===== config.mk =====
export PLATFORM = sky130hd
export DESIGN_NAME = uart_tx_arbiter
export DESIGN_NICKNAME = d
export VERILOG_FILES = /design/src/rtl/uart_arb_pkg.sv /design/src/rtl/uart_rr_pick.sv /design/src/rtl/uart_tx_arbiter.sv
export SDC_FILE = /design/constraint.sdc
export NUM_CORES = 1
export LEC_CHECK = 0
export ABC_AREA = 1
export BUFFER_PORTS_ARGS = -buffer_cell sky130_fd_sc_hd__buf_2
export CORE_MARGIN = 1.5
export CORE_UTILIZATION = 45
export CTS_BUF_LIST = sky130_fd_sc_hd__clkbuf_8
export DETAILED_ROUTE_END_ITERATION = 12
export PLACE_DENSITY = 0.75
export SYNTH_ARGS = -nofsm -noshare
export SYNTH_HDL_FRONTEND = slang
export SYNTH_SLANG_ARGS = --single-unit

===== constraint.sdc =====
create_clock -name clk -period 1.87 [get_ports clk]
set_input_delay 0.2805 -clock clk [delete_from_list [all_inputs] [get_ports clk]]
set_output_delay 0.2805 -clock clk [all_outputs]
set_load 0.01 [all_outputs]

===== src/rtl/uart_arb_pkg.sv =====
// Shared types and constants for the uart_tx round-robin arbiter.
// Used by uart_tx_arbiter and uart_rr_pick.
package uart_arb_pkg;

    localparam int ARB_MAX_REQ = 8;
    localparam int BYTE_W      = 8;

    typedef enum logic [1:0] {
        ST_IDLE   = 2'd0,
        ST_LAUNCH = 2'd1,
        ST_BUSY   = 2'd2
    } arb_state_e;

    // Width of an index into n requesters; never below 1 bit.
    function automatic int arb_idx_w(input int n);
        return (n > 1) ? $clog2(n) : 1;
    endfunction

endpackage


===== src/rtl/uart_rr_pick.sv =====
// Rotating-priority encoder: returns the first set request found when
// scanning ptr, ptr+1, ... modulo N_REQ. Purely combinational so it can be
// shared by other schedulers (e.g. an rx-side one).
module uart_rr_pick
    import uart_arb_pkg::*;
#(
    parameter int N_REQ = 4
) (
    input  logic [N_REQ-1:0]            req,
    input  logic [arb_idx_w(N_REQ)-1:0] ptr,
    output logic                        valid,
    output logic [arb_idx_w(N_REQ)-1:0] idx
);

    localparam int IDW = arb_idx_w(N_REQ);

    int             cand;
    logic [IDW-1:0] cand_idx;

    // Scan from the farthest offset down so the nearest hit to ptr wins.
    always_comb begin
        valid    = 1'b0;
        idx      = '0;
        cand     = 0;
        cand_idx = '0;
        for (int off = N_REQ - 1; off >= 0; off--) begin
            cand = int'(ptr) + off;
            if (cand >= N_REQ) begin
                cand = cand - N_REQ;
            end
            cand_idx = IDW'(cand);
            if (req[cand_idx]) begin
                valid = 1'b1;
                idx   = cand_idx;
            end
        end
    end

endmodule


===== src/rtl/uart_tx_arbiter.sv =====
// Round-robin arbiter sharing one uart_tx among N_REQ byte requesters.
// Latches the winner's byte, drives the uart_tx data/write_en/rdy handshake
// and acks the requester once uart_tx has taken the byte.
// Optional watchdog: define UART_ARB_TIMEOUT_EN to abort a frame stuck in
// LAUNCH or BUSY for TIMEOUT cycles (err_timeout pulses, no ack).
//
// state     | meaning
// ----------+-----------------------------------------------------------
// ST_IDLE   | no frame in flight; arbitrate when uart_tx is ready
// ST_LAUNCH | wr_en high with latched byte, waiting for uart_tx to accept
// ST_BUSY   | byte accepted and acked; waiting for uart_tx to go idle
module uart_tx_arbiter
    import uart_arb_pkg::*;
#(
    parameter int N_REQ   = 4,
    parameter int TIMEOUT = 256
) (
    input  logic                        clk,
    input  logic                        rst_n,
    input  logic [N_REQ-1:0]            req,
    input  logic [BYTE_W*N_REQ-1:0]     req_data,
    output logic [N_REQ-1:0]            ack,
    output logic [arb_idx_w(N_REQ)-1:0] grant_id,
    output logic                        busy,
    output logic                        err_timeout,
    output logic [BYTE_W-1:0]           uart_data,
    output logic                        uart_wr_en,
    input  logic                        uart_rdy
);

    localparam int             IDW      = arb_idx_w(N_REQ);
    localparam logic [IDW-1:0] LAST_IDX = IDW'(N_REQ - 1);
    localparam logic [N_REQ-1:0] ONE_HOT0 = {{(N_REQ-1){1'b0}}, 1'b1};

    if (N_REQ < 2 || N_REQ > ARB_MAX_REQ || TIMEOUT < 2) begin : g_bad_cfg
        $error("uart_tx_arbiter: N_REQ must be 2..8 and TIMEOUT at least 2");
    end

    arb_state_e        state_q;
    logic [IDW-1:0]    ptr_q;
    logic [IDW-1:0]    grant_q;
    logic [N_REQ-1:0]  ack_q;
    logic              busy_q;
    logic [BYTE_W-1:0] data_q;
    logic              wr_en_q;

    logic              win_valid;
    logic [IDW-1:0]    win_idx;
    logic [BYTE_W-1:0] win_data_d;
    logic [IDW-1:0]    next_ptr_d;

`ifdef UART_ARB_TIMEOUT_EN
    localparam int             WDW     = (TIMEOUT > 2) ? $clog2(TIMEOUT) : 1;
    localparam logic [WDW-1:0] WD_LOAD = WDW'(TIMEOUT - 1);

    logic [WDW-1:0] wd_cnt_q;
    logic           err_q;
`endif

    uart_rr_pick #(
        .N_REQ (N_REQ)
    ) u_pick (
        .req   (req),
        .ptr   (ptr_q),
        .valid (win_valid),
        .idx   (win_idx)
    );

    // Byte of the current arbitration winner.
    always_comb begin
        win_data_d = '0;
        for (int k = 0; k < N_REQ; k++) begin
            if (win_idx == IDW'(k)) begin
                win_data_d = req_data[k*BYTE_W +: BYTE_W];
            end
        end
    end

    // Pointer value that puts the requester after the current grant on top.
    always_comb begin
        if (grant_q == LAST_IDX) begin
            next_ptr_d = '0;
        end else begin
            next_ptr_d = grant_q + 1'b1;
        end
    end

    // Arbitration FSM with registered handshake, ack and status outputs.
    // BUSY shares the IDLE grant path so a new frame can launch in the same
    // cycle uart_tx reports idle again.
    always_ff @(posedge clk or negedge rst_n) begin
        if (!rst_n) begin
            state_q  <= ST_IDLE;
            ptr_q    <= '0;
            grant_q  <= '0;
            ack_q    <= '0;
            busy_q   <= 1'b0;
            data_q   <= '0;
            wr_en_q  <= 1'b0;
`ifdef UART_ARB_TIMEOUT_EN
            wd_cnt_q <= '0;
            err_q    <= 1'b0;
`endif
        end else begin
            ack_q <= '0;
`ifdef UART_ARB_TIMEOUT_EN
            err_q <= 1'b0;
`endif
            unique case (state_q)
                ST_IDLE, ST_BUSY: begin
                    if (uart_rdy) begin
                        if (win_valid) begin
                            data_q   <= win_data_d;
                            grant_q  <= win_idx;
                            wr_en_q  <= 1'b1;
                            busy_q   <= 1'b1;
                            state_q  <= ST_LAUNCH;
`ifdef UART_ARB_TIMEOUT_EN
                            wd_cnt_q <= WD_LOAD;
`endif
                        end else begin
                            busy_q  <= 1'b0;
                            state_q <= ST_IDLE;
                        end
                    end
`ifdef UART_ARB_TIMEOUT_EN
                    else if (state_q == ST_BUSY) begin
                        if (wd_cnt_q == '0) begin
                            err_q   <= 1'b1;
                            ptr_q   <= next_ptr_d;
                            busy_q  <= 1'b0;
                            state_q <= ST_IDLE;
                        end else begin
                            wd_cnt_q <= wd_cnt_q - 1'b1;
                        end
                    end
`endif
                end
                ST_LAUNCH: begin
                    if (!uart_rdy) begin
                        wr_en_q  <= 1'b0;
                        ack_q    <= ONE_HOT0 << grant_q;
                        ptr_q    <= next_ptr_d;
                        state_q  <= ST_BUSY;
`ifdef UART_ARB_TIMEOUT_EN
                        wd_cnt_q <= WD_LOAD;
`endif
                    end
`ifdef UART_ARB_TIMEOUT_EN
                    else if (wd_cnt_q == '0) begin
                        wr_en_q <= 1'b0;
                        err_q   <= 1'b1;
                        ptr_q   <= next_ptr_d;
                        busy_q  <= 1'b0;
                        state_q <= ST_IDLE;
                    end else begin
                        wd_cnt_q <= wd_cnt_q - 1'b1;
                    end
`endif
                end
                default: begin
                    wr_en_q <= 1'b0;
                    busy_q  <= 1'b0;
                    state_q <= ST_IDLE;
                end
            endcase
        end
    end

    assign ack        = ack_q;
    assign grant_id   = grant_q;
    assign busy       = busy_q;
    assign uart_data  = data_q;
    assign uart_wr_en = wr_en_q;

`ifdef UART_ARB_TIMEOUT_EN
    assign err_timeout = err_q;
`else
    assign err_timeout = 1'b0;
`endif

endmodule


* Yosys cells after proc, flatten, opt, wreduce, memory -nomap -nowiden
Index checks and enable logic that the tools add are counted.
** Word-level totals
- Bits in registers :: 20
- Output and inout port bits :: 17
** Cells by class
- Add/sub/neg operators :: 8
- $lt $le $gt $ge :: 8
- Equality and inequality tests :: 9
- Shifts and indexed selects :: 1
- Mux-type cells :: 38
- Bitwise logic cells :: 2
- Reductions and logical operators :: 8
** Operator list (number)
- two-way mux 8 bit :: 4
- two-way mux 2 bit :: 11
- two-way mux 1 bit :: 14
- less-than comparator 2 x 3 -> 1 bit (second input constant) :: 4
- greater-or-equal comparator 3 bit (second input constant) :: 3
- binary-select mux 1 bit (select 2 bit) :: 4
- equality test 2 bit (second input constant) :: 4
- two-way mux 4 bit :: 2
- subtractor 2 x 1 -> 2 bit (second input constant) :: 4
- adder 2 x 2 -> 3 bit (second input constant) :: 2
- AND reduction 2 bit :: 3
- AND reduction 3 bit :: 2
- equality test 2 x 1 -> 1 bit (second input constant) :: 2
- zero test 2 bit :: 2
- != test 2 bit (second input constant) :: 2
- one-hot mux 1 bit (2 select lines) :: 2
- one-hot mux 2 bit (2 select lines) :: 1
- << shifter 1 x 2 -> 4 bit (first input constant) :: 1
- adder 2 x 1 -> 3 bit (second input constant) :: 1
- greater-or-equal comparator 2 x 3 -> 1 bit (second input constant) :: 1
- adder 2 x 1 -> 2 bit (second input constant) :: 1
- != test 2 x 1 -> 1 bit (second input constant) :: 1
- NOT 1 bit :: 2
- OR reduction 2 bit :: 1

* Longest topological paths before layout
- Word-level depth :: 14
- Depth in mapped cells :: 16

* Modules after synthesis
A second synthesis with hierarchy kept.
** Second synthesis, totals
- Cell total of the unflattened synthesis :: 189
- Area, all modules :: 1286.2 sq um
** By module, submodules not included
- uart_tx_arbiter :: times used 1, cells each 143, area each 1073.5 sq um
- uart_rr_pick :: times used 1, cells each 46, area each 212.7 sq um

* Worst setup path after synthesis
OpenSTA, ideal clock, no wires.
- Kind :: register -> register
- Start point :: register ptr_q[0]
- End point :: register data_q[3] (netlist: uart_data[3])
- Library setup time :: 116 ps
- Arrival time :: 1540 ps
- Setup slack :: 214 ps
- Cell stages (with the launch flop) :: 17
- Path buffers :: 2
- Period minus slack after synthesis :: 1656 ps
- Cell sequence :: dfrtp_1 > buf_6 > inv_6 > nand2_1 > nand2_1 > nand2_2 > nand2_2 > inv_1 > a21oi_2 > nand2_2 > nand2_4 > nand2_4 > buf_6 > o21ai_1 > inv_1 > nand2_1 > nand2_1
** Between the ends
- Cells in the longest elaborated chain, start to end :: 14
** RTL lines
- start, declared :: RTL line uart_tx_arbiter.sv:40 : logic [IDW-1:0] ptr_q;
- start signal, assigned :: RTL line uart_tx_arbiter.sv:143 : ptr_q <= next_ptr_d;
- adder 2 x 2 -> 3 bit :: RTL line uart_rr_pick.sv:27 : cand = int'(ptr) + off;
- greater-or-equal comparator 3 bit / subtractor 2 x 1 -> 2 bit (equally long branches) :: RTL line uart_rr_pick.sv:28, uart_rr_pick.sv:29
- two-way mux 2 bit :: RTL line uart_rr_pick.sv:28 : if (cand >= N_REQ) begin
- binary-select mux 1 bit (select 2 bit) :: RTL line uart_rr_pick.sv:32 : if (req[cand_idx]) begin
- two-way mux 1 bit (not written as such) :: RTL line uart_rr_pick.sv:32
- two-way mux 2 bit (4 in a row) :: RTL line uart_rr_pick.sv:32
- zero test 2 bit :: RTL line uart_tx_arbiter.sv:73 : if (win_idx == IDW'(k)) begin
- two-way mux 8 bit (4 in a row) :: RTL line uart_tx_arbiter.sv:73
- end signal, assigned :: RTL line uart_tx_arbiter.sv:113 : data_q <= win_data_d;
- end, declared :: RTL line uart_tx_arbiter.sv:44 : logic [BYTE_W-1:0] data_q;
Several ways; a longest one is shown, not always the timed one. The select of a mux whose other input is x is not followed.
A chain may end at the register's enable or synchronous reset.

* Worst setup path after layout
- Start point :: register ptr_q[0]
- End point :: register data_q[1] (netlist: uart_data[1])
The elaborated chain is that of the path after synthesis.

==> results.cfg <==
[worst_hold_path]
min_path_type = in -> reg
hold_path_depth = 3
hold_end = state_q[0]
min_from = uart_rdy

[global_routing]
grt_pass1_vias = 1218
grtUsageTotal = 0.197
antenna_found_initial = 0
grt_max_degree = 21
grt_first_pass_wirelength_microns = 5220
gr-total-overflow = 0

[pwr]
cellPowerDensity_nw_per_um2 = 1990
p_leak_nw = 1.08
ir_drop_mv = 1.18

[clocking]
cts-root-buf = clkbuf_8
insertion_delay_ns = 0.26
cts_buffers = 3
clk_pin_slew_ns = 0.07
cts_buffer_depth = 2
cts_tree = done
htree_levels = 1
cts_sinks = 20

[routing]
wl_microns = 3320
viasPerCell = 5.02
drcViolationCount = 0
drtIter0Drc = 29
ant_nets = 0
drtPass1Iterations = 4
avgRoutedWirePerCell_microns = 11.6
num_vias = 1440

[status]
status = finished, final reports clean

[place]
io_buffer_count = 54
pre_cts_ws_ns = 0.0273
gp_congestion = 0.783
dp_hpwl_microns = 2460

[critical_path]
r2r-start = ptr_q[0]
cp.required_ns = 2.02
critPathMaxFanout = 8
crit_type = reg -> reg
worstSetupStartpointType = register
crit_path_end_kind = register
r2r-end = uart_data[1]
ff2ff_setup_slack_ns = 0.09
reg2reg_depth = 14
cp.arrival_ns = 1.93

[finish]
syn_to_final_growth_pct = 36.3
final_layout_size_suffix_gt1_frac = 0.410
diodes = 0
nets = 300
utilization = 0.667

[timing]
fmax_mhz = 562
fin_skew_ns = 0.00283
holdWs_ns = 0.302
slew_viol_final = 0
finalCritPeriodShare = 0.951
rsz0062_at_grt = yes
setup_ws_ns = 0.0912
setup_tns_ns = 0
setup_violations = 0
period_needed_ns = 1.78
hold_violations = 0

[floorplanning]
design.core.area_sq_um = 2830
start_util = 0.490
pin_count = 56
fp.dieW_microns = 58.5
fp.dieArea_sq_um = 3420
row_count = 19
die_y_microns = 58.5

[yosys]
avgSynthCellArea_sq_um = 7.10
synth_top_area_frac = 0.361
synthArstFlopShare = 1.00
postSynthCellCount = 195
ys.flop_type = dfrtp_1
syn_nets = 238
synth_edf_count = 0
synth_cell_type_count = 25
synth_warnings = 0
ys_ff_latch = 20
ys_seq_area_frac = 0.361
netlist_area_sq_um = 1390
yosys.area.top_type = dfrtp_1
synth_area_leaders = dfrtp_1 (36%), nand2_1 (15%), nand4_1 (8.6%)

[flow_run]
maxCapViolations = 0
-- worst max-delay path, stage by stage, from the launching register on --
cell and delay (ns):
dfrtp_2 0.46, clkinv_4 0.12, nand2_2 0.08, nand2_2 0.06, nand2_2 0.10, nand2_2 0.06, nor2_2 0.10, nor2_1 0.06
nand2_2 0.10, nand2_4 0.10, buf_6 0.13, nand3_1 0.05, nand4_1 0.12, nand2_1 0.10, nand2_1 0.04
-- cells in the mapped netlist, types with 3 or more instances --
cell     number
o21ai_0       9
nor2_1       10
nand2_2       7
nand4_1      19
nand3_1      16
nand2_1      55
ha_1          4
nand2_4       3
buf_2         4
inv_1        27
o21ai_1       6
buf_6         3
dfrtp_1      20
-- routing by layer --
layer	vias to the layer above	part of all wire	global-route usage
li1	750	-	-
met1	639	0.45	0.281
met2	49	0.48	0.315
met3	2	0.063	0.0286
met4	0	0.0024	0.0498
met5	-	0	0
-- cell type report --
type	count	area (sq um)
Clock buffer	3	41.3
Fill cell	254	941
Sequential cell	20	503
Clock inverter	1	30.0
Timing Repair Buffer	64	368
Inverter	30	123
Tap cell	31	38.8
Multi-Input combinational cell	138	785
-- per-stage QoR --
stage          total power, mW  instance area, sq um  std cells
6_report                  3.76                  1890        287
5_1_grt                   4.13                  1890        287
4_1_cts                   3.49                  1780        284
3_5_place_dp              3.06                  1700        279
3_3_place_gp              3.03                  1700        279
2_1_floorplan             2.46                  1390        195
-- layout by cell type (no fill, tap or decap), types with 2 or more instances in the layout --
cell type,synthesis,layout
nor2_1,10,10
nand3_1,16,13
dfrtp_1,20,18
nand2_4,3,5
nand2_1,55,42
inv_1,27,26
inv_4,1,2
buf_6,3,2
buf_2,4,54
dfrtp_2,0,2
clkbuf_8,0,3
buf_4,1,6
nand2_2,7,18
nand3_2,1,4
ha_1,4,4
o21ai_0,9,6
nand4_1,19,19
o21ai_1,6,8
-- flip-flops by register name, summed over array words and instances (netlist names) --
name and flops:
uart_data 8, ack 4, grant_id 2, ptr_q 2, state_q 2, busy 1, uart_wr_en 1
-- kinds of logic after synthesis --
logic type,after synthesis,share of synthesized area
compound gates,17,0.0641
fa+ha+maj,4,0.0361
other cells,1,0.00271
buf+inv,38,0.131
simple gates,115,0.405
flops,20,0.361
-- worst max path at each step --
stage	cells past startpoint	start	slack, ns	to
finish	14	ptr_q[0]	0.09	uart_data[1]
global route	12	ptr_q[0]	-0.04	uart_data[1]
CTS	14	ptr_q[0]	0.03	uart_data[1]
detailed placement	14	ptr_q[0]	0.03	uart_data[1]
global placement	14	ptr_q[0]	0.08	uart_data[1]
floorplan	16	ptr_q[0]	0.21	uart_data[3]
-- power by group --
| part | internal [mW] | switching, mW | total (mW) |
|---|---|---|---|
| clock | 0.285 | 0.141 | 0.426 |
| combinational | 1.01 | 1.56 | 2.57 |
| sequential | 0.618 | 0.146 | 0.764 |
| total | 1.92 | 1.85 | 3.76 |
-- what timing repair did --
action | in CTS | in global routing
buffers inserted | 0 | 2
hold buffers | 1 | 0
endpoints found under the hold margin | 20 | 0
gates resized for setup | 0 | 31
endpoints found under the setup margin | 0 | 8
Note: power is estimated with default switching activity, not from simulation.
